## src/rtl/sky_pkg.sv

```systemverilog
// Shared types and constants for the sky renderer: day-cycle phases,
// the colour triple and the star-field LFSR definition.
package sky_pkg;

  typedef enum logic [1:0] {
    DAWN  = 2'd0,
    DAY   = 2'd1,
    DUSK  = 2'd2,
    NIGHT = 2'd3
  } phase_t;

  // Channels are held wide here and cut down to COLOR_BITS at the output.
  localparam int CHAN_W = 8;

  typedef struct packed {
    logic [CHAN_W-1:0] r;
    logic [CHAN_W-1:0] g;
    logic [CHAN_W-1:0] b;
  } rgb_t;

  localparam logic [15:0] LFSR_SEED = 16'hACE1;
  // Taps 16,14,13,11 as bit positions 15,13,12,10.
  localparam logic [15:0] LFSR_TAPS = 16'hB400;

  function automatic logic [15:0] lfsr_next(input logic [15:0] s);
    return {s[14:0], ^(s & LFSR_TAPS)};
  endfunction

endpackage

```

## src/rtl/sky_phase_fsm.sv

```systemverilog
// Animation state: phase timer, day-cycle phase, frame counter and sun x
// position, all advanced only by an unpaused frame tick.
module sky_phase_fsm
  import sky_pkg::*;
#(
  parameter int FRAMES_PER_PHASE = 64,
  parameter int H_DISPLAY        = 640,
  parameter int SUN_STEP         = 2
) (
  input  logic       clk,
  input  logic       reset,
  input  logic       i_tick,
  input  logic       i_pause,
  output phase_t     o_phase,
  output logic [9:0] o_frame_count,
  output logic [9:0] o_sun_x
);

  localparam int TW = (FRAMES_PER_PHASE > 1) ? $clog2(FRAMES_PER_PHASE) : 1;
  localparam logic [TW-1:0] TIMER_LAST = TW'(FRAMES_PER_PHASE - 1);

  logic [TW-1:0] r_timer, w_timer_nxt;
  phase_t        r_phase, w_phase_nxt;
  logic [9:0]    r_frame_count, w_frame_count_nxt;
  logic [9:0]    r_sun_x, w_sun_x_nxt;

  always_ff @(posedge clk) begin
    if (reset) begin
      r_timer       <= '0;
      r_phase       <= DAWN;
      r_frame_count <= '0;
      r_sun_x       <= '0;
    end else begin
      r_timer       <= w_timer_nxt;
      r_phase       <= w_phase_nxt;
      r_frame_count <= w_frame_count_nxt;
      r_sun_x       <= w_sun_x_nxt;
    end
  end

  // Sun stepping looks at the phase before the tick; only NIGHT->DAWN clears it.
  always_comb begin
    w_timer_nxt       = r_timer;
    w_phase_nxt       = r_phase;
    w_frame_count_nxt = r_frame_count;
    w_sun_x_nxt       = r_sun_x;
    if (i_tick && !i_pause) begin
      w_frame_count_nxt = r_frame_count + 10'd1;
      if (r_timer == TIMER_LAST) begin
        w_timer_nxt = '0;
        w_phase_nxt = phase_t'(r_phase + 2'd1);
      end else begin
        w_timer_nxt = r_timer + TW'(1);
      end
      if (r_phase == NIGHT && w_phase_nxt == DAWN) begin
        w_sun_x_nxt = '0;
      end else if (r_phase != NIGHT) begin
        if (({1'b0, r_sun_x} + 11'(SUN_STEP)) >= 11'(H_DISPLAY))
          w_sun_x_nxt = '0;
        else
          w_sun_x_nxt = r_sun_x + 10'(SUN_STEP);
      end
    end
  end

  assign o_phase       = r_phase;
  assign o_frame_count = r_frame_count;
  assign o_sun_x       = r_sun_x;

endmodule

```

## src/rtl/sky_scene_renderer.sv

```systemverilog
// Day/night sky renderer: banded gradient, moving sun, registered RGB/sync.
// Define STARS_EN to add an LFSR star field in the NIGHT phase.
module sky_scene_renderer
  import sky_pkg::*;
#(
  parameter int COLOR_BITS       = 2,
  parameter int BANDS            = 4,
  parameter int H_DISPLAY        = 640,
  parameter int V_DISPLAY        = 480,
  parameter int FRAMES_PER_PHASE = 64,
  parameter int SUN_SIZE         = 32,
  parameter int SUN_STEP         = 2,
  parameter int SUN_Y_LOW        = 352,
  parameter int SUN_Y_HIGH       = 64
) (
  input  logic                  clk,
  input  logic                  reset,
  input  logic [9:0]            hpos,
  input  logic [9:0]            vpos,
  input  logic                  display_on,
  input  logic                  hsync_in,
  input  logic                  vsync_in,
  input  logic                  pause,
  output logic [COLOR_BITS-1:0] r,
  output logic [COLOR_BITS-1:0] g,
  output logic [COLOR_BITS-1:0] b,
  output logic                  hsync_out,
  output logic                  vsync_out,
  output logic [1:0]            phase,
  output logic [9:0]            frame_count
);

  localparam int BAND_BITS = $clog2(BANDS);
  localparam logic [COLOR_BITS-1:0] MAX = '1;

  logic                  w_tick;
  phase_t                w_phase;
  logic [9:0]            w_frame_count;
  logic [9:0]            w_sun_x;
  logic [9:0]            w_sun_y;
  logic                  w_sun_hit;
  logic                  w_star;
  logic [BAND_BITS-1:0]  w_band;
  logic [COLOR_BITS-1:0] w_shade;
  rgb_t                  w_pix;

  assign w_tick = (hpos == 10'd0) && (vpos == 10'(V_DISPLAY));

  sky_phase_fsm #(
    .FRAMES_PER_PHASE(FRAMES_PER_PHASE),
    .H_DISPLAY       (H_DISPLAY),
    .SUN_STEP        (SUN_STEP)
  ) u_fsm (
    .clk          (clk),
    .reset        (reset),
    .i_tick       (w_tick),
    .i_pause      (pause),
    .o_phase      (w_phase),
    .o_frame_count(w_frame_count),
    .o_sun_x      (w_sun_x)
  );

  assign phase       = w_phase;
  assign frame_count = w_frame_count;

  assign w_band = vpos[8 -: BAND_BITS];

  generate
    if (BAND_BITS >= COLOR_BITS) begin : g_shade_msb
      assign w_shade = w_band[BAND_BITS-1 -: COLOR_BITS];
    end else begin : g_shade_pad
      assign w_shade = {w_band, {(COLOR_BITS - BAND_BITS){1'b0}}};
    end
  endgenerate

  // Compare in 11 bits so a sun near the right edge clips instead of wrapping.
  assign w_sun_y   = (w_phase == DAY) ? 10'(SUN_Y_HIGH) : 10'(SUN_Y_LOW);
  assign w_sun_hit = (w_phase != NIGHT)
                  && (hpos >= w_sun_x)
                  && ({1'b0, hpos} < ({1'b0, w_sun_x} + 11'(SUN_SIZE)))
                  && (vpos >= w_sun_y)
                  && ({1'b0, vpos} < ({1'b0, w_sun_y} + 11'(SUN_SIZE)));

`ifdef STARS_EN
  logic [15:0] r_lfsr;

  // Reseeding every frame keeps the star field identical frame to frame.
  always_ff @(posedge clk) begin
    if (reset || w_tick)
      r_lfsr <= LFSR_SEED;
    else if (display_on)
      r_lfsr <= lfsr_next(r_lfsr);
  end

  assign w_star = (r_lfsr[7:0] == 8'hFF);
`else
  assign w_star = 1'b0;
`endif

  always_comb begin
    w_pix = '0;
    if (display_on) begin
      if (w_sun_hit) begin
        w_pix.r = CHAN_W'(MAX);
        w_pix.g = CHAN_W'(MAX);
      end else if (w_star && w_phase == NIGHT) begin
        w_pix.r = CHAN_W'(MAX);
        w_pix.g = CHAN_W'(MAX);
        w_pix.b = CHAN_W'(MAX);
      end else begin
        case (w_phase)
          DAY: begin
            w_pix.r = CHAN_W'(w_shade);
            w_pix.g = CHAN_W'(w_shade);
            w_pix.b = CHAN_W'(MAX);
          end
          NIGHT: begin
            w_pix.b = CHAN_W'(w_shade >> 1);
          end
          default: begin
            w_pix.r = CHAN_W'(MAX);
            w_pix.g = CHAN_W'(MAX - w_shade);
            w_pix.b = CHAN_W'(w_shade);
          end
        endcase
      end
    end
  end

  always_ff @(posedge clk) begin
    if (reset) begin
      r         <= '0;
      g         <= '0;
      b         <= '0;
      hsync_out <= 1'b0;
      vsync_out <= 1'b0;
    end else begin
      r         <= w_pix.r[COLOR_BITS-1:0];
      g         <= w_pix.g[COLOR_BITS-1:0];
      b         <= w_pix.b[COLOR_BITS-1:0];
      hsync_out <= hsync_in;
      vsync_out <= vsync_in;
    end
  end

endmodule

```

## config.mk

```make
export PLATFORM = sky130hd
export DESIGN_NAME = sky_scene_renderer
export DESIGN_NICKNAME = d
export VERILOG_FILES = /design/src/rtl/sky_pkg.sv /design/src/rtl/sky_phase_fsm.sv /design/src/rtl/sky_scene_renderer.sv
export SDC_FILE = /design/constraint.sdc
export NUM_CORES = 1
export LEC_CHECK = 0
export ABC_AREA = 0
export BUFFER_PORTS_ARGS = -buffer_cell sky130_fd_sc_hd__clkbuf_2
export CORE_MARGIN = 3
export CORE_UTILIZATION = 26
export DETAILED_ROUTE_END_ITERATION = 16
export PLACE_DENSITY = 0.53
export SYNTH_ARGS = -nofsm -noshare
export SYNTH_HDL_FRONTEND = slang
export SYNTH_SLANG_ARGS = --single-unit
```

## constraint.sdc

```tcl
create_clock -name clk -period 5 [get_ports clk]
set_clock_uncertainty 0.1 [all_clocks]
set_input_delay 0.75 -clock clk [delete_from_list [all_inputs] [get_ports clk]]
set_output_delay 0.75 -clock clk [all_outputs]
set_load 0.005 [all_outputs]
```

==> reports/results.txt <==
Post-synth EDFFs - 0
Slew @ Worst Pin - 1050 ps
CTS Root Cell - clkbuf_8
RSZ-0062 raised after global routing - no
Simple-gate share of the synthesized area - 0.264
Synthesized area - 0.00231 mm²
Seq/Total Area, Yosys - 0.304
Largest family of logic cells by synthesized area - simple AND/OR/NAND/NOR gates
Most used cells in the layout excluding fill and tap cells - 45 x clkbuf_2, 35 x dfxtp_1, 25 x ha_1, 20 x inv_1, 18 x nor2_1
Seq cells post-synth - 35
Worst Setup Path Type - in2reg
Crit path DAT - 2690 ps
DRT Wirelength - 5550 µm
Area leader, netlist - dfxtp_1
Area contributors post-synth - dfxtp_1 30%, ha_1 14%, xnor2_1 6.1%
Gr ovfl total - 0
Die Y - 100 µm
Syn nets - 309
Post-CTS Setup Bufs - 0
CP Launch Type - input port
Worst R2R Path Depth - 8
Top_reg_cell synth - dfxtp_1
Post-CTS Resized - 0
Avg WL per Cell - 13.5 µm
Setup slack, reg-to-reg - 2480 ps
CTS clk-pin slew, worst paths - 80 ps
Die area - 0.0100 mm²
Multiplexer share of the synthesized area - 0.0217
Achievable frequency - 388 MHz
Top-area cell type share of the netlist area - 0.304
Largest net degree at the start of global routing - 29
Power density cells - 206 mW/mm²
Hold Buf Count CTS - 0
Period minus WS final - 2580 ps
XOR/XNOR Fraction of Synth Area - 0.0607
Status - finished, final reports clean
Fin Setup TNS - 0 ps
Port bufs - 45
Vias - 2065
Final setup margin - 2420 ps
Max_cap viols - 0
Latest clock arrival within the worst-skew pair - 290 ps
Peak supply drop - 0.0900 mV
Antenna violation net count after detailed routing - 0
Sink Count - 35
Ant diodes - 0
Post-Syn Area per Cell - 8.94 µm²
Nets@finish - 355
Place WS - 2120 ps
Row count - 33
Max_slew headroom - 0.301
DRC - 0
Layout fillers - 887
Area Growth Syn to Fin - 18.6%
CP max FO - 10
Num CTS Buffers - 5
Setup-failing EPs final - 0
Multi-input combinational cell area - 0.00150 mm²
Number of global-route vias before repair - 1960
Synth Area in Adders - 0.136
Tot GR Track Use - 0.112
Warnings, synthesis - 0
Die W - 100 µm
Final Cycle Share - 0.516
Top-level port count - 46
Cells after DPL - 402
Compound-Gate Fraction of Synth Area - 0.169
Clock buffer depth - 2
Hold Path Stages - 2
Register area - 701 µm²
Fraction of registers with async set/reset - 0
Initial core utilization - 0.274
Worst setup EP type - flip-flop
Initial antenna violation count - 0
First-pass GRT wire length - 9160 µm
Via/cell ratio - 5.04
Dpl hpwl - 4420 µm
Hold crit path type - reg2reg
Slew Limit Fails - 0
Final cell count without fillers - 410
Area of the core - 0.00842 mm²
Static Leak - 1.08 nW
Layout cell share with drive strength beyond 1 - 0.220
Worst EP required - 5110 ps
GP Congestion - 0.842
Post-Syn Instances - 258
Fin. Hold Viols - 0
DRT iter0 DRCs - 88
Most common cell after layout, fill and taps aside - clkbuf_2
Synth cell types - 50
CTS tree - done
Drt first pass iters - 4
H-tree levels - 2
-- worst paths after layout --
check	from	to
min	u_fsm.o_frame_count[6]	u_fsm.o_frame_count[6]
max reg2reg	u_fsm.o_phase[0]	g[0]
min reg2reg	u_fsm.o_frame_count[6]	u_fsm.o_frame_count[6]
max	vpos[1]	u_fsm.o_sun_x[9]
-- cell families (layout without fill, tap and decap cells) --
kind of cell / after synthesis / after routing
and+or+nand+nor: 94 / 94
AOI/OAI and AO/OA: 57 / 57
xor gates and xnor gates: 16 / 16
buffers and inverters: 26 / 73
muxes: 5 / 5
DFF: 35 / 35
adders and majority gates: 25 / 25
-- power by group --
group	switching, mW	internal, mW	leakage (nW)
Sequential	0.000698	0.282	0.284
Clock	0.108	0.125	0.0505
Combinational	0.0262	0.0223	0.750
Total	0.135	0.429	1.08
-- routing by layer --
| layer | up-vias | share of wire | GRT usage |
|---|---|---|---|
| met1 | 963 | 0.46 | 0.143 |
| met2 | 43 | 0.47 | 0.182 |
| li1 | 1049 | - | - |
| met4 | 0 | 0.021 | 0.0394 |
| met5 | - | 0 | 0 |
| met3 | 10 | 0.054 | 0.0264 |
-- cell usage after synthesis (2+ instances only) --
| cell | n |
|---|---|
| ha_1 | 25 |
| a21oi_1 | 16 |
| nor2b_1 | 4 |
| nor4_2 | 3 |
| a211oi_1 | 3 |
| and4_1 | 5 |
| a311oi_1 | 2 |
| xnor2_1 | 16 |
| nor4b_2 | 2 |
| or3_1 | 4 |
| nor3_1 | 12 |
| nor2_1 | 18 |
| nand2_1 | 7 |
| nand2b_1 | 3 |
| inv_1 | 20 |
| clkbuf_1 | 4 |
| nand3_1 | 14 |
| a21o_1 | 3 |
| nand4_1 | 7 |
| o22ai_1 | 3 |
| dfxtp_1 | 35 |
| mux2i_1 | 5 |
| o21a_1 | 2 |
| o211ai_1 | 5 |
| and3_1 | 2 |
| o21ai_0 | 14 |
-- worst max-delay path: stages --
cell	delay [ps]
clkbuf_2	80
or4_4	540
or2_0	570
a2111oi_4	490
o211ai_1	140
o21ai_0	120
-- through the flow --
stage / area, µm² / power (mW) / utilization / hold WS, ps
3_5_place_dp: 2630 / 0.338 / 0.313 / 414
2_1_floorplan: 2310 / 0.315 / - / 382
5_1_grt: 2740 / 0.586 / 0.325 / 467
3_3_place_gp: 2630 / 0.337 / 0.313 / 402
4_1_cts: 2740 / 0.572 / 0.325 / 427
6_report: 2740 / 0.565 / 0.325 / 422
-- layout make-up --
| type | count | share of cell area |
|---|---|---|
| repair buffers | 45 | 0.0823 |
| multi-input cells | 197 | 0.548 |
| clock buffers | 7 | 0.0352 |
| clock inverters | 1 | 0.00274 |
| inverters | 20 | 0.0274 |
| well taps | 105 | 0.0480 |
| flip-flops and latches | 35 | 0.256 |
-- sequential cells by signal, indices dropped and copies added, names as in the netlist --
name                 cells
u_fsm.o_phase            2
hsync_out                1
u_fsm.r_timer            6
b                        2
u_fsm.o_sun_x            9
vsync_out                1
u_fsm.o_frame_count     10
g                        2
r                        2
Power figures use the tool's default switching activity.
